<file path="config.mk">
export PLATFORM = sky130hd
export DESIGN_NAME = pb2_autoindex_unit
export DESIGN_NICKNAME = d
export VERILOG_FILES = /design/src/rtl/pb2_autoindex_unit_pkg.sv /design/src/rtl/pb2_autoindex_unit_ai_decode.sv /design/src/rtl/pb2_autoindex_unit.sv
export SDC_FILE = /design/constraint.sdc
export NUM_CORES = 1
export LEC_CHECK = 0
export ABC_CLOCK_PERIOD_IN_PS = 2730
export CAP_MARGIN = 20
export CELL_PAD_IN_SITES_DETAIL_PLACEMENT = 1
export CELL_PAD_IN_SITES_GLOBAL_PLACEMENT = 1
export CORE_MARGIN = 2
export CORE_UTILIZATION = 38
export CTS_BUF_LIST = sky130_fd_sc_hd__clkbuf_16
export DETAILED_ROUTE_END_ITERATION = 8
export PLACE_DENSITY_LB_ADDON = 0.1
export SLEW_MARGIN = 20
export SYNTH_ARGS = -nofsm -noshare
export SYNTH_HDL_FRONTEND = slang
export SYNTH_SLANG_ARGS = --single-unit
</file>
<file path="constraint.sdc">
create_clock -name clk -period 2.73 [get_ports clk]
set_input_delay 0.819 -clock clk [delete_from_list [all_inputs] [get_ports clk]]
set_output_delay 0.819 -clock clk [all_outputs]
set_load 0.02 [all_outputs]
</file>
<file path="src/rtl/pb2_autoindex_unit_pkg.sv">
// rtl/pb2_autoindex_unit_pkg.sv - shared constants, state encoding and window helper for the PB2 autoindex unit
package pb2_autoindex_unit_pkg;

  localparam int unsigned DEF_W       = 16;
  localparam int unsigned DEF_OPW     = 10;
  localparam int unsigned DEF_AI_BASE = 'h080;
  localparam int unsigned DEF_AI_SIZE = 'h080;
  localparam int unsigned DEF_AD_BASE = 'h100;
  localparam int unsigned DEF_AD_SIZE = 'h000;

  // I and R sit directly above the operand field: I = bit OPW+1, R = bit OPW.
  localparam int unsigned I_OFS = 1;
  localparam int unsigned R_OFS = 0;

  typedef enum logic [2:0] {
    ST_IDLE = 3'd0,
    ST_RD   = 3'd1,
    ST_MOD  = 3'd2,
    ST_WR   = 3'd3,
    ST_DONE = 3'd4
  } state_t;

  function automatic logic in_window(input logic [31:0] op,
                                     input logic [31:0] base,
                                     input logic [31:0] size);
    return (size != 32'd0) && (op >= base) && (op < base + size);
  endfunction

endpackage

</file>
<file path="src/rtl/pb2_autoindex_unit_ai_decode.sv">
// rtl/pb2_autoindex_unit_ai_decode.sv - registered instruction latch and window match (naindex, dec)
module pb2_ai_decode
  import pb2_autoindex_unit_pkg::*;
#(
  parameter int unsigned W       = DEF_W,
  parameter int unsigned OPW     = DEF_OPW,
  parameter int unsigned AI_BASE = DEF_AI_BASE,
  parameter int unsigned AI_SIZE = DEF_AI_SIZE,
  parameter int unsigned AD_BASE = DEF_AD_BASE,
  parameter int unsigned AD_SIZE = DEF_AD_SIZE
) (
  input  logic           clk,
  input  logic           nreset,
  input  logic           latch_en,
  input  logic [W-1:0]   ibus,
  output logic           naindex,
  output logic           dec,
  output logic [OPW-1:0] operand
);

  logic           naindex_d, naindex_q;
  logic           dec_d, dec_q;
  logic [OPW-1:0] operand_d, operand_q;
  logic           ir_hit, ai_hit, ad_hit;
  logic           unused_hi;

  assign unused_hi = ^ibus[W-1:OPW+2];
  assign ir_hit    = ibus[OPW+I_OFS] & ibus[OPW+R_OFS];
  assign ai_hit    = in_window(32'(ibus[OPW-1:0]), AI_BASE, AI_SIZE);
  assign ad_hit    = in_window(32'(ibus[OPW-1:0]), AD_BASE, AD_SIZE);

  // Overlapping windows resolve to increment.
  always_comb begin
    naindex_d = naindex_q;
    dec_d     = dec_q;
    operand_d = operand_q;
    if (latch_en) begin
      operand_d = ibus[OPW-1:0];
      naindex_d = !(ir_hit && (ai_hit || ad_hit));
      dec_d     = ir_hit && !ai_hit && ad_hit;
    end
  end

  always_ff @(posedge clk or negedge nreset) begin
    if (!nreset) begin
      naindex_q <= 1'b1;
      dec_q     <= 1'b0;
      operand_q <= '0;
    end else begin
      naindex_q <= naindex_d;
      dec_q     <= dec_d;
      operand_q <= operand_d;
    end
  end

  assign naindex = naindex_q;
  assign dec     = dec_q;
  assign operand = operand_q;

endmodule

</file>
<file path="src/rtl/pb2_autoindex_unit.sv">
// rtl/pb2_autoindex_unit.sv - autoindex/autodecrement decode plus page-zero pointer read-modify-write sequencer
module pb2_autoindex_unit
  import pb2_autoindex_unit_pkg::*;
#(
  parameter int unsigned W       = DEF_W,
  parameter int unsigned OPW     = DEF_OPW,
  parameter int unsigned AI_BASE = DEF_AI_BASE,
  parameter int unsigned AI_SIZE = DEF_AI_SIZE,
  parameter int unsigned AD_BASE = DEF_AD_BASE,
  parameter int unsigned AD_SIZE = DEF_AD_SIZE,
  parameter int unsigned STEP    = 1,
  parameter int unsigned PRE     = 0
) (
  input  logic         clk,
  input  logic         nreset,
  input  logic [W-1:0] ibus,
  input  logic         nwir,
  input  logic         start,
  output logic         naindex,
  output logic         dec,
  output logic         mem_req,
  output logic         mem_we,
  output logic [W-1:0] mem_addr,
  output logic [W-1:0] mem_wdata,
  input  logic [W-1:0] mem_rdata,
  input  logic         mem_ack,
  output logic [W-1:0] ptr,
  output logic         busy,
  output logic         done,
  output logic         overrun
);

  state_t         state_d, state_q;
  logic [W-1:0]   old_d, old_q;
  logic [W-1:0]   ptr_d, ptr_q;
  logic [W-1:0]   wdata_d, wdata_q;
  logic           overrun_d, overrun_q;
  logic [W-1:0]   new_val;
  logic [OPW-1:0] operand;
  logic           latch_en;

  // The instruction latch is frozen while a pointer update is in flight.
  assign latch_en = !nwir && (state_q == ST_IDLE);

  pb2_ai_decode #(
    .W       (W),
    .OPW     (OPW),
    .AI_BASE (AI_BASE),
    .AI_SIZE (AI_SIZE),
    .AD_BASE (AD_BASE),
    .AD_SIZE (AD_SIZE)
  ) u_decode (
    .clk      (clk),
    .nreset   (nreset),
    .latch_en (latch_en),
    .ibus     (ibus),
    .naindex  (naindex),
    .dec      (dec),
    .operand  (operand)
  );

  assign new_val = dec ? (old_q - W'(STEP)) : (old_q + W'(STEP));

  always_comb begin
    state_d   = state_q;
    old_d     = old_q;
    ptr_d     = ptr_q;
    wdata_d   = wdata_q;
    overrun_d = overrun_q | (!nwir && (state_q != ST_IDLE));
    case (state_q)
      ST_IDLE: begin
        if (start) state_d = naindex ? ST_DONE : ST_RD;
      end
      ST_RD: begin
        if (mem_ack) begin
          old_d   = mem_rdata;
          state_d = ST_MOD;
        end
      end
      ST_MOD: begin
        wdata_d = new_val;
        ptr_d   = (PRE != 0) ? new_val : old_q;
        state_d = ST_WR;
      end
      ST_WR: begin
        if (mem_ack) state_d = ST_DONE;
      end
      ST_DONE: state_d = ST_IDLE;
      default: state_d = ST_IDLE;
    endcase
  end

  always_ff @(posedge clk or negedge nreset) begin
    if (!nreset) begin
      state_q   <= ST_IDLE;
      old_q     <= '0;
      ptr_q     <= '0;
      wdata_q   <= '0;
      overrun_q <= 1'b0;
    end else begin
      state_q   <= state_d;
      old_q     <= old_d;
      ptr_q     <= ptr_d;
      wdata_q   <= wdata_d;
      overrun_q <= overrun_d;
    end
  end

  // Bus controls decode straight from the state flop so reset drops them at once.
  assign mem_req   = (state_q == ST_RD) || (state_q == ST_WR);
  assign mem_we    = (state_q == ST_WR);
  assign mem_addr  = {{(W-OPW){1'b0}}, operand};
  assign mem_wdata = wdata_q;
  assign ptr       = ptr_q;
  assign busy      = (state_q != ST_IDLE);
  assign done      = (state_q == ST_DONE);
  assign overrun   = overrun_q;

endmodule

</file>
# ---- After elaboration in Yosys (flattened, before gate mapping)
# Index checks and enable logic that the tools add are counted.
dict set report word_totals {
  word_cells 35
  ff_bits 63
  out_inout_bits 55
}
dict set report classes {
  mux 5
  order_cmp 2
  addsub 1
  n_reduce_logical 11
  bitwise 2
  n_eq_ne 7
}
# operator count
set ops {}
lappend ops {{16-bit by 1-bit adder with 16-bit output, second input constant} 1}
lappend ops {{3-bit 2-to-1 mux} 4}
lappend ops {{3-bit one-hot mux with 4 select lines} 1}
lappend ops {{10-bit by 8-bit >= comparator with 1-bit output, second input constant} 1}
lappend ops {{10-bit by 9-bit less-than comparator with 1-bit output, second input constant} 1}
lappend ops {{3-bit by 2-bit equality test with 1-bit output, second input constant} 2}
lappend ops {{1-bit logical AND} 4}
lappend ops {{2-bit inequality test, second input constant} 2}
lappend ops {{3-bit by 1-bit equality test with 1-bit output, second input constant} 1}
lappend ops {{3-bit equality test, second input constant} 1}
lappend ops {{3-bit logical NOT} 1}
lappend ops {{3-bit AND reduction} 1}
lappend ops {{3-bit nonzero test} 1}
lappend ops {{1-bit logical NOT} 2}
lappend ops {{2-bit by 1-bit inequality test with 1-bit output, second input constant} 1}
lappend ops {{2-bit AND reduction} 1}
lappend ops {{1-bit bitwise AND} 1}
lappend ops {{1-bit logical OR} 1}
lappend ops {{1-bit OR} 1}

# ---- Longest topological paths before layout
# Gate-level depths: netlist of the first run.
dict set report depth {
  ltp_word 4
  mapped_depth 6
}

# ---- Modules after synthesis
# A second synthesis of the first run with hierarchy kept.
dict set report hier_totals {
  hier_cells 316
  hier_area_um2 3255.6
}
# module cells_each instances seq_area_each_um2 area_each_um2
set modules_own_cells {}
lappend modules_own_cells {pb2_autoindex_unit 290 1 1301.2 2793.9}
lappend modules_own_cells {pb2_ai_decode 26 1 276.5 461.7}

# ---- Worst setup path before layout of the first run
# Ideal clock, no wire load.
dict set report synth_timing {
  path_kind {flip-flop to output port}
  startpoint {reg state_q[0]}
  endpoint {out mem_we}
  setup_slack_ps 1013
  n_path_buf 0
  required_ps 1911
  path_stages_with_launch 3
  t_arrival_ps 898
  cell_sequence {dfrtp_1 > nor2b_4 > and2_1}
}
dict set report synth_between {
  elab_chain_cells 1
}
# element line
set synth_rtl {}
lappend synth_rtl {{from (decl)} pb2_autoindex_unit.sv:33} ;# state_t state_d, state_q;
lappend synth_rtl {{from (signal assigned)} pb2_autoindex_unit.sv:101} ;# state_q <= state_d;
lappend synth_rtl {{3-bit by 2-bit equality test with 1-bit output} pb2_autoindex_unit.sv:111} ;# assign mem_we = (state_q == ST_WR);
lappend synth_rtl {{to (decl)} pb2_autoindex_unit.sv:22} ;# output logic mem_we,
# No other way between the ends.

# ---- Worst setup path after layout of the first run
dict set report layout_timing {
  startpoint {reg state_q[0]}
  endpoint {out busy}
}
dict set report layout_between {
  elab_chain_cells 1
}
# element line
set layout_rtl {}
lappend layout_rtl {{3-bit nonzero test} pb2_autoindex_unit.sv:115} ;# assign busy = (state_q != ST_IDLE);
lappend layout_rtl {{to (decl)} pb2_autoindex_unit.sv:28} ;# output logic busy,
# No other way between the ends.

==> results of run 1 <==
-- worst register-to-register path, cell delays in order (launching register included) --
cell,delay (ns)
dfrtp_1,0.46
or3_4,0.43
nor2_4,0.30
mux2_1,0.36
-- sequential cells by signal, summed over array words and instances (netlist names) --
name / cells
mem_wdata: 16
old_q: 16
ptr: 16
u_decode.operand: 10
state_q: 3
overrun: 1
u_decode.naindex: 1
-- synthesized netlist by cell type (2+ instances only) --
| master | n | area (um^2) |
|---|---|---|
| nor4_2 | 4 | 50.1 |
| nor3_1 | 5 | 25.0 |
| inv_1 | 5 | 18.8 |
| mux2_4 | 4 | 60.1 |
| dfrtp_1 | 62 | 1550 |
| buf_6 | 4 | 45.0 |
| nand2_1 | 8 | 30.0 |
| nand3_1 | 4 | 20.0 |
| xnor2_1 | 13 | 114 |
| o21ai_0 | 2 | 10.0 |
| nand4_1 | 2 | 12.5 |
| buf_2 | 2 | 10.0 |
| mux2_2 | 19 | 214 |
| a21oi_1 | 14 | 70.1 |
| and2_1 | 2 | 12.5 |
| buf_4 | 9 | 67.6 |
| xor2_1 | 2 | 17.5 |
| mux2_1 | 17 | 191 |
| nor2_1 | 20 | 75.1 |
| nand4_2 | 2 | 25.0 |
-- path summary, 6_finish.rpt --
check / startpoint / to / slack, ns / cells after the start
worst max register to register: state_q[0] / u_decode.operand[0] / 1.06 / 3
min in group clk: overrun / overrun / 0.46 / 1
worst max-delay path: state_q[0] / busy / 0.15 / 2
worst min-delay path: nreset / mem_wdata[3] / 0.45 / 1
worst min register to register: overrun / overrun / 0.46 / 1
max in group asynchronous: nreset / u_decode.naindex / 1.62 / 2
-- routing by layer --
metal | GRT usage | vias to the layer above | wire, um
met5 | 0 | - | 0
met3 | 0.0419 | 10 | 354
li1 | - | 912 | -
met4 | 0.0846 | 0 | 116
met1 | 0.211 | 943 | 2830
met2 | 0.244 | 64 | 2720
-- logic make-up (layout without fill, tap and decap cells) --
logic type / Yosys count / in the layout / synth area share
mux: 41 / 41 / 0.170
fa+ha+maj: 1 / 1 / 0.00448
other cells: 1 / 7 / 0.00134
compound gates: 21 / 21 / 0.0416
flops: 63 / 63 / 0.564
buf+inv: 20 / 104 / 0.0506
xor+xnor: 15 / 15 / 0.0470
simple gates: 55 / 55 / 0.120
-- power groups by stage --
stage | sequential [mW] | clock (mW) | combinational, mW
after CTS | 1.83 | 1.11 | 2.35
after detailed placement | 1.84 | 0 | 2.33
final | 1.82 | 1.08 | 2.31
after floorplan | 2.15 | 0 | 1.05
after global placement | 1.82 | 0 | 2.29
after global routing | 1.90 | 1.14 | 2.49
-- per-stage QoR --
stage / std cells / hold slack (ns)
floorplan: 223 / 0.519
global placement: 390 / 0.446
detailed placement: 390 / 0.451
CTS: 406 / 0.461
global route: 406 / 0.488
finish: 406 / 0.451
-- area by class of cell --
cell class / count / share of cell area
timing repair buffer: 83 / 0.211
sequential: 63 / 0.401
multi-input combinational: 140 / 0.280
clock buffer: 9 / 0.0572
tap: 99 / 0.0315
clock inverter: 7 / 0.0140
inverter: 5 / 0.00477
==> impl_metrics.json, run 1 <==
{
  "max_freq_mhz": 387,
  "clkTransAtPathRegs_ns": 0.05,
  "overflow": 0,
  "combPwrFrac": 0.443,
  "synth_flop_cell": "dfrtp_1",
  "utilization": 0.548,
  "intPower_mw": 3.30,
  "nFillCells": 742,
  "slowest_stage": "clkdlybuf4s50_1",
  "insertedDiodeCount": 0,
  "postCtsResizedCells": 0,
  "grt_use_total": 0.160,
  "p_seq_frac": 0.350,
  "die_area_mm2": 0.00806,
  "maxSlewHeadroom": 0.650,
  "switching_share": 0.366,
  "fin_crit_sh": 0.946,
  "yosys_warnings": 0,
  "first_global_vias": 2016,
  "grt_max_degree": 47,
  "wl_per_cell_um": 14.8,
  "crit_buf_inv": 1,
  "path_class": "reg -> out",
  "p_leak_nw": 1.60,
  "multi_input_area_mm2": 0.00110,
  "synth_cell_types": 37,
  "p_clk_frac": 0.207,
  "place.gp.congestion": 0.714,
  "synth_area_per_cell_um2": 12.9,
  "die-height_um": 89.8,
  "path_cells": "or3_4, clkdlybuf4s50_1",
  "drtIter0Drc": 39,
  "cts_tree": "done",
  "drv_slew": 0,
  "place_area_mm2": 0.00365,
  "post-cts-setup-buffer-count": 0,
  "htreeDepth": 3,
  "cts_buffers": 9,
  "via_per_inst": 4.75,
  "final_common_cell": "clkdlybuf4s50_1",
  "power_mw": 5.20,
  "worst_slew_pin_slew_ns": 0.525,
  "synthCells": 217,
  "post-place-ws_ns": 0.423,
  "clk_latency_ns": 0.32,
  "setup_viol": 0,
  "critPathMaxStageDelay_ns": 0.55,
  "cts_hold_buf": 0,
  "cts_sinks": 63,
  "core_mm2": 0.00718,
  "io_pins": 92,
  "drc": 0,
  "hold_violations": 0,
  "finalCriticalPeriod_ns": 2.58,
  "rsz0062_at_grt": "false",
  "register_area_mm2": 0.00158,
  "drv_cap": 0,
  "hold_class": "in -> async",
  "layout_common_cells": "clkdlybuf4s50_1 (79), dfrtp_1 (62), nor2_1 (20)",
  "p_per_area_mw_per_mm2": 1320,
  "fin_ws_ns": 0.147,
  "fp.dieW_um": 89.8,
  "drtAntennaViolNets": 0,
  "finalInstanceArea_mm2": 0.00394,
  "via_count": 1929,
  "grt_pass1_wl_mm": 10.1,
  "critical_path.startpoint_type": "flip-flop",
  "required_ns": 1.91,
  "synth_edf_count": 0,
  "p_switching_mw": 1.90,
  "cp_max_fo": 7,
  "tns_ns": 0,
  "finClkSkew_ns": 0.00623,
  "dp.final_hpwl_mm": 4.21,
  "synth-seq-cells": 63,
  "async_flop_share": 1.00,
  "status": "finished clean",
  "area_delta_synth_final_pct": 40.8,
  "cts_max_path_buffers": 2,
  "root_buffer": "clkbuf_16",
  "antenna_found_initial": 0,
  "num_rows": 31,
  "drive_gt1_frac": 0.173,
  "peakVddDrop_mv": 0.544,
  "path_delay_family": "buffers and inverters",
  "numPortBuffers": 80,
  "routed_wl_mm": 6.02,
  "netlist_area_mm2": 0.00280,
  "cp-end-kind": "output pin",
  "arrival_ns": 1.76,
  "nets": 340,
  "initial_core_util": 0.390,
  "drt-pass1-iter-count": 4,
  "ys_seq_area_frac": 0.564
}
(Power assumes the default switching activity.)
==> run 2, diff against run 1 <==
--- a/config.mk
+++ b/config.mk
@@ -13,6 +13,7 @@
 export CORE_UTILIZATION = 38
 export CTS_BUF_LIST = sky130_fd_sc_hd__clkbuf_16
 export DETAILED_ROUTE_END_ITERATION = 8
+export GPL_ROUTABILITY_DRIVEN = 0
 export PLACE_DENSITY_LB_ADDON = 0.1
 export SLEW_MARGIN = 20
 export SYNTH_ARGS = -nofsm -noshare
==> results of run 2 <==
The final DEF is identical to that of run 1; final timing and power are the same.
==> run 3, diff against run 2 <==
--- a/config.mk
+++ b/config.mk
@@ -14,7 +14,7 @@
 export CTS_BUF_LIST = sky130_fd_sc_hd__clkbuf_16
 export DETAILED_ROUTE_END_ITERATION = 8
 export GPL_ROUTABILITY_DRIVEN = 0
-export PLACE_DENSITY_LB_ADDON = 0.1
+export PLACE_DENSITY = 0.87
 export SLEW_MARGIN = 20
 export SYNTH_ARGS = -nofsm -noshare
 export SYNTH_HDL_FRONTEND = slang
==> run 3 against run 2 <==
Compared with the run above:
- count of clock-buffer cells in the layout unchanged
- total power down 1.5%
- clock skew is 0.0013 ns higher
- critical path depth rose by 1
- first-iteration DRC count increased by 15%
- sequential power up 2%
==> impl_metrics.json, run 3 (synthesis results as in run 1) <==
{
  "drive_gt1_frac": 0.169,
  "final_common_cell": "clkdlybuf4s50_1",
  "initial_core_util": 0.390,
  "cts_buffers": 9,
  "drtAntennaViolNets": 0,
  "die_area_mm2": 0.00806,
  "worst_slew_pin_slew_ns": 0.514,
  "numPortBuffers": 80,
  "arrival_ns": 1.83,
  "critical_path.startpoint_type": "flip-flop",
  "postCtsResizedCells": 0,
  "setup_viol": 0,
  "io_pins": 92,
  "drt-pass1-iter-count": 4,
  "routed_wl_mm": 6.62,
  "use_met3": 0.0545,
  "nets": 341,
  "grtUsageMet1": 0.191,
  "post-cts-setup-buffer-count": 0,
  "fp.dieW_um": 89.8,
  "grt_use_total": 0.173,
  "cts_sinks": 63,
  "cts_max_path_buffers": 2,
  "core_mm2": 0.00718,
  "drc": 0,
  "insertedDiodeCount": 0,
  "finalInstanceArea_mm2": 0.00390,
  "tns_ns": 0,
  "cts_tree": "done",
  "hold_class": "in -> async",
  "clkTransAtPathRegs_ns": 0.05,
  "htreeDepth": 3,
  "overflow": 0,
  "max_freq_mhz": 377,
  "status": "finished clean",
  "clk_latency_ns": 0.32,
  "wl_per_cell_um": 16.3,
  "first_global_vias": 2154,
  "p_leak_nw": 1.59,
  "utilization": 0.544,
  "drv_slew": 0,
  "dp.cells": 391,
  "drtIter0Drc": 45,
  "grt_pass1_wl_mm": 11.0,
  "required_ns": 1.91,
  "finClkSkew_ns": 0.00748,
  "root_buffer": "clkbuf_16",
  "cts_hold_buf": 0,
  "fin_cells": 407,
  "busiest_layer": "met2",
  "rsz0062_at_grt": "false",
  "cp_max_fo": 7,
  "fin_crit_sh": 0.971,
  "cp-end-kind": "output pin",
  "via_count": 1939,
  "place_area_mm2": 0.00365,
  "die-height_um": 89.8,
  "peakVddDrop_mv": 0.600,
  "p_per_area_mw_per_mm2": 1310,
  "maxSlewHeadroom": 0.657,
  "num_rows": 31,
  "grt_max_degree": 47,
  "antenna_found_initial": 0,
  "area_delta_synth_final_pct": 39.6,
  "via_per_inst": 4.76,
  "grt_use_met2": 0.312,
  "finalCriticalPeriod_ns": 2.65,
  "nFillCells": 757,
  "dp.final_hpwl_mm": 4.69,
  "drv_cap": 0,
  "path_class": "reg -> out",
  "hold_violations": 0,
  "layout_common_cells": "clkdlybuf4s50_1 (79), dfrtp_1 (62), nor2_1 (20)"
}
## run 3: changes by cell type in the layout (fill, tap and decap cells not counted)
cell / before / now
inv_1: 6 / 9
buf_4: 2 / 4
buf_12: 1 / 0
bufinv_16: 1 / 0
clkinv_1: 3 / 2
clkinv_2: 2 / 1
## run 3: worst paths after layout
| kind | start | end | slack (ns) | depth (start not counted) |
|---|---|---|---|---|
| worst max-delay path | state_q[1] | done | 0.08 | 3 |
| worst min-delay path | nreset | ptr[12] | 0.30 | 1 |
| worst max register to register | state_q[1] | u_decode.operand[9] | 1.03 | 3 |
| worst min register to register | overrun | overrun | 0.45 | 1 |
| max in group asynchronous | nreset | ptr[4] | 1.75 | 2 |
| min in group clk | overrun | overrun | 0.45 | 1 |
## run 3: where the power goes
group          leakage (nW)  switching [mW]  total, mW  internal (mW)
sequential            0.736           0.444       1.86           1.41
combinational         0.718            1.12       2.32           1.20
clock                 0.139           0.364      0.955          0.591
total                  1.59            1.93       5.13           3.20
## run 3: layer usage
layer | part of all wire | up-vias
li1 | - | 906
met1 | 0.39 | 971
met2 | 0.54 | 55
met3 | 0.057 | 7
met4 | 0.015 | 0
met5 | 0 | -
## run 3: cell type report
type	instances	area, um^2	area share
Clock inverter	7	27.5	0.00705
Timing Repair Buffer	84	826	0.212
Tap cell	99	124	0.0317
Sequential cell	63	1580	0.404
Clock buffer	9	225	0.0577
Inverter	5	18.8	0.00481
Multi-Input combinational cell	140	1100	0.283
## run 3: critical path, stage by stage (launching register included)
cell and delay, ns:
dfrtp_1 0.46, nor2_1 0.24, and2_1 0.19, clkdlybuf4s50_1 0.63
## run 3: through the flow
stage | hold WS (ns) | power, mW | setup WS (ns)
finish | 0.299 | 5.13 | 0.0804
global route | 0.292 | 5.45 | 0.00344
CTS | 0.293 | 5.21 | 0.0477
detailed placement | 0.444 | 4.21 | 0.401
global placement | 0.444 | 4.08 | 0.465
floorplan | 0.519 | 3.20 | 1.01
==> edit 1 (flow settings as in run 2) <==
Register the output `overrun` once more, with the module's reset; this adds one clock of latency there. The other outputs are not delayed to match.
--- a/src/rtl/pb2_autoindex_unit.sv
+++ b/src/rtl/pb2_autoindex_unit.sv
@@ -115,5 +115,11 @@
   assign busy      = (state_q != ST_IDLE);
   assign done      = (state_q == ST_DONE);
-  assign overrun   = overrun_q;
+  always_ff @(posedge clk or negedge nreset) begin
+    if (!nreset) begin
+      overrun <= '0;
+    end else begin
+      overrun <= overrun_q;
+    end
+  end
 
 endmodule
Function: changed (Yosys sat finds a counterexample within 4 cycles, from zero or initial values and one cycle with nreset low).
==> edit 1 against run 2 <==
Clock skew shrank 1.3 ps. Core utilization shrank 0.29 points. Power shrank 1.7%. Setup slack lost 10 ps. Cell area is the same. Sequential cell count grew 1. Routed wire length shrank 1.0%. Area after synthesis grew 0.90%. Largest cell class unchanged. Largest power group unchanged.
==> edit 1: results (changes against run 2) <==
stage;metric;value;unit;change
power_and_ir_drop;p_sw;1.90;mW;-0.25%
die;rows;31;;unchanged
grt;grt_usage;16.3;%;+0.23 points
grt;grt_pass1_wl;10.4;mm;+2.5%
synthesis;yosysMostFrequentCell;dfrtp_1;;
timing;fin_skew;4.95;ps;-1.29 ps
power_and_ir_drop;powerClk;0.978;mW;-9%
clock_network;clock_latency;320;ps;about the same
power_and_ir_drop;pwr-share-clk;19.1;%;-1.6 points
placement;port_buffers;80;;unchanged
synthesis;synth_edf_count;0;;unchanged
clock_network;clk_pin_slew_worst_paths;50;ps;about the same
synthesis;synthArstFlopShare;100;%;unchanged
worst_setup_path;cp_top_family;buffers and inverters;;
synthesis;synth_seq_area_share;56.8;%;+0.39 points
power_and_ir_drop;ir_drop;0.576;mV;+5.9%
worst_setup_path;critPathMaxStageDelay;560;ps;
detailed_routing;dr.first_iter.drc_count;49;;+26%
worst_setup_path;slowest_stage;clkdlybuf4s50_1;;
synthesis;synth_cell_types;37;;unchanged
grt;antenna_found_initial;0;;unchanged
finish;antenna_cells;0;;unchanged
power_and_ir_drop;seqPwrFrac;36.1;%;+1.1 points
synthesis;synth_common_cells;dfrtp_1, nor2_1, mux2_2;;
finish;nets;341;;+0.29%
grt;grt_pass1_vias;2058;;+2.1%
clock_network;cts_setup_buffers;0;;unchanged
status;status;finished clean;;
detailed_routing;dr_total_vias;1913;;-0.83%
detailed_routing;first_pass_iters;4;;unchanged
grt;grt_max_degree;47;;unchanged
clock_network;cts_buffer_depth;2;;unchanged
synthesis;yosysWarnings;0;;unchanged
worst_setup_path;arrival;1770;ps;
finish;drive_above_1_share;17.2;%;-0.056 points
detailed_routing;wl;5.96;mm;-1.0%
clock_network;htreeDepth;3;;unchanged
clock_network;cts_root_buffer;clkbuf_16;;
worst_hold_path;hold_class;reg2reg;;
worst_setup_path;cp_max_fo;7;;unchanged
clock_network;cts_buffers;9;;unchanged
power_and_ir_drop;p_leak;1.59;nW;about the same
placement;hpwl;4.25;mm;+1.1%
synthesis;ys_top_cells_by_area;dfrtp_1, mux2_2, mux2_1, xnor2_1, nor2_1;;
timing;worstMarginPinSlew;772;ps;+247 ps
clock_network;cts_resized;0;;unchanged
-- edit 1: path summary, 6_finish.rpt --
path / startpoint / slack (ps) / cells past startpoint / to
hold / removal: overrun_q / 380 / 0 / overrun
setup reg to reg: state_q[1] / 1030 / 3 / u_decode.operand[0]
max in group asynchronous: nreset / 1520 / 2 / old_q[5]
hold reg to reg: overrun_q / 380 / 0 / overrun
min in group asynchronous: nreset / 570 / 1 / u_decode.operand[4]
setup / recovery: state_q[1] / 140 / 2 / busy
-- edit 1: per-layer routing --
layer  vias to the layer above  track usage [%]  part of all wire, %
li1                        907                -                    -
met1                       934             21.0                   45
met2                        62             25.2                   48
met3                        10             5.20                  6.1
met4                         0             7.05                  1.8
met5                         -                0                    0
-- edit 1: stage by stage --
stage / cell area, µm² / instances / hold slack (ps) / setup WS (ps)
2_1_floorplan: 2840 / 224 / 355 / 1010
3_3_place_gp: 3680 / 391 / 376 / 447
3_5_place_dp: 3680 / 391 / 378 / 439
4_1_cts: 3940 / 407 / 390 / 127
5_1_grt: 3940 / 407 / 401 / 69.4
6_report: 3940 / 407 / 384 / 137
-- edit 1: cell type report --
cell class,count,area [µm²]
Clock buffer,9,225
Clock inverter,7,30.0
Fill cell,768,3280
Inverter,5,18.8
Multi-Input combinational cell,140,1100
Sequential cell,64,1600
Tap cell,99,124
Timing Repair Buffer,83,831
-- edit 1: cell families after synthesis --
| kind of cell | count (synthesis) | share of synthesized area, % |
|---|---|---|
| buf+inv | 20 | 5.01 |
| fa+ha+maj | 1 | 0.444 |
| xor+xnor | 15 | 4.66 |
| mux | 41 | 16.9 |
| compound gates | 21 | 4.13 |
| flops | 64 | 56.8 |
| simple gates | 55 | 11.9 |
| other cells | 1 | 0.133 |
==> edit 2 (flow settings as in run 2) <==
Made on the original files. Set the package constant `DEF_OPW` to 5 (it was 10).
--- a/src/rtl/pb2_autoindex_unit_pkg.sv
+++ b/src/rtl/pb2_autoindex_unit_pkg.sv
@@ -3,5 +3,5 @@
 
   localparam int unsigned DEF_W       = 16;
-  localparam int unsigned DEF_OPW     = 10;
+  localparam int unsigned DEF_OPW     = 5;
   localparam int unsigned DEF_AI_BASE = 'h080;
   localparam int unsigned DEF_AI_SIZE = 'h080;
Function: changed (a bounded check fails within 4 cycles, from zero or initial values and one cycle with nreset low).
==> edit 2 against run 2 <==
Setup slack lost 29 ps. Global-route usage fell by 0.49 points. Power shrank 9.2%. Cell area shrank 9.2%. Sequential cell count decreased by 6. Worst hold slack improved by 5.2 ps. Area after synthesis is 5.4% lower. Routed wire length down 11%. Highest routed layer unchanged.
==> edit 2: results (changes against run 2) <==
stage;metric;value;unit;change
power_and_ir_drop;seqPwrFrac;35.8;%;+0.8 points
synthesis;synth_seq_area_share;53.9;%;-2.5 points
finish;fillers;700;;-5.7%
timing;fin_skew;7.12;ps;+0.885 ps
synthesis;synth_common_cells;dfrtp_1, mux2_2, nor2_1;;
synthesis;ys_top_cells_by_area;dfrtp_1, mux2_2, buf_4, mux2_4, xor2_1;;
placement;port_buffers;67;;-16%
worst_hold_path;hold_depth;1;;
grt;grt_usage;15.5;%;-0.49 points
worst_setup_path;critPathMaxStageDelay;570;ps;+20 ps
grt;grt_pass1_vias;1824;;-9.5%
synthesis;synth_xor_area_share;4.97;%;+0.27 points
power_and_ir_drop;internal-power;2.98;mW;-9.7%
placement;dp_slack;459;ps;+36.0 ps
detailed_routing;drt-vias-per-instance;4.83;;+1.7%
finish;multi_input_area;1070;µm²;-3.1%
power_and_ir_drop;ir_drop;0.610;mV;+12%
power_and_ir_drop;pg_comb;2.09;mW;-9.5%
power_and_ir_drop;p_leak;1.49;nW;-6.7%
synthesis;synth_cell_types;34;;-8.1%
placement;placed_cell_area;3320;µm²;-9.2%
worst_setup_path;r2r_slack;1160;ps;+100 ps
worst_setup_path;reg2regPathDepth;4;;+1
synthesis;synth_fa_ha_area_share;0.473;%;+0.025 points
clock_network;clock_latency;320;ps;about the same
synthesis;synth_compound_area_share;3.93;%;-0.24 points
timing;min_period;2610;ps;+29.4 ps
finish;drive_above_1_share;23.4;%;+6.1 points
worst_setup_path;rr_endpoint;old_q[3];;
status;status;finished clean;;
worst_hold_path;hold_class;reg2reg;;
synthesis;synthCells;205;;-5.5%
finish;fin_cells;362;;-11%
grt;grt_max_degree;32;;-32%
placement;dpl.cell_count;346;;-11%
power_and_ir_drop;pwr-share-clk;20.0;%;-0.7 points
detailed_routing;post_drt_wl_per_cell;14.7;µm;-0.62%
timing;worstMarginPinSlew;618;ps;+92.3 ps
grt;grt_pass1_wl;9.09;mm;-10%
worst_setup_path;crit_path_start;state_q[1];;
placement;hpwl;3.86;mm;-8.3%
synthesis;synthMuxAreaShare;16.6;%;-0.45 points
clock_network;cts_setup_buffers;0;;unchanged
detailed_routing;dr.first_iter.drc_count;17;;-56%
timing;holdWs;456;ps;+5.22 ps
clock_network;cts_root_buffer;clkbuf_16;;
worst_setup_path;arrival;1790;ps;+30 ps
finish;nets;315;;-7.4%
edit 2: changes by cell type in the layout (fill, tap and decap cells not counted), sizes merged, moves of 2 or more:
cell | before | now
xor2 | 2 | 8
and4 | 0 | 2
dfrtp | 62 | 57
mux2 | 40 | 36
nand4 | 4 | 7
conb | 7 | 13
xnor2 | 13 | 7
nand2 | 8 | 6
nor2 | 21 | 17
nor4 | 4 | 2
clkdlybuf4s50 | 79 | 66
nor3 | 5 | 1
edit 2: metal layers:
metal | global-route usage [%] | share of wire, % | up-vias
li1 | - | - | 828
met1 | 22.2 | 47 | 858
met2 | 22.4 | 47 | 51
met3 | 3.13 | 4.5 | 12
met4 | 7.69 | 1.6 | 0
met5 | 0 | 0 | -
edit 2: final cells by class:
type	count	share of cell area (%)
well taps	80	2.80
clock buffers	9	6.30
flip-flops and latches	57	39.9
repair buffers	71	19.8
inverters	4	0.420
multi-input cells	134	29.9
clock inverters	7	0.840
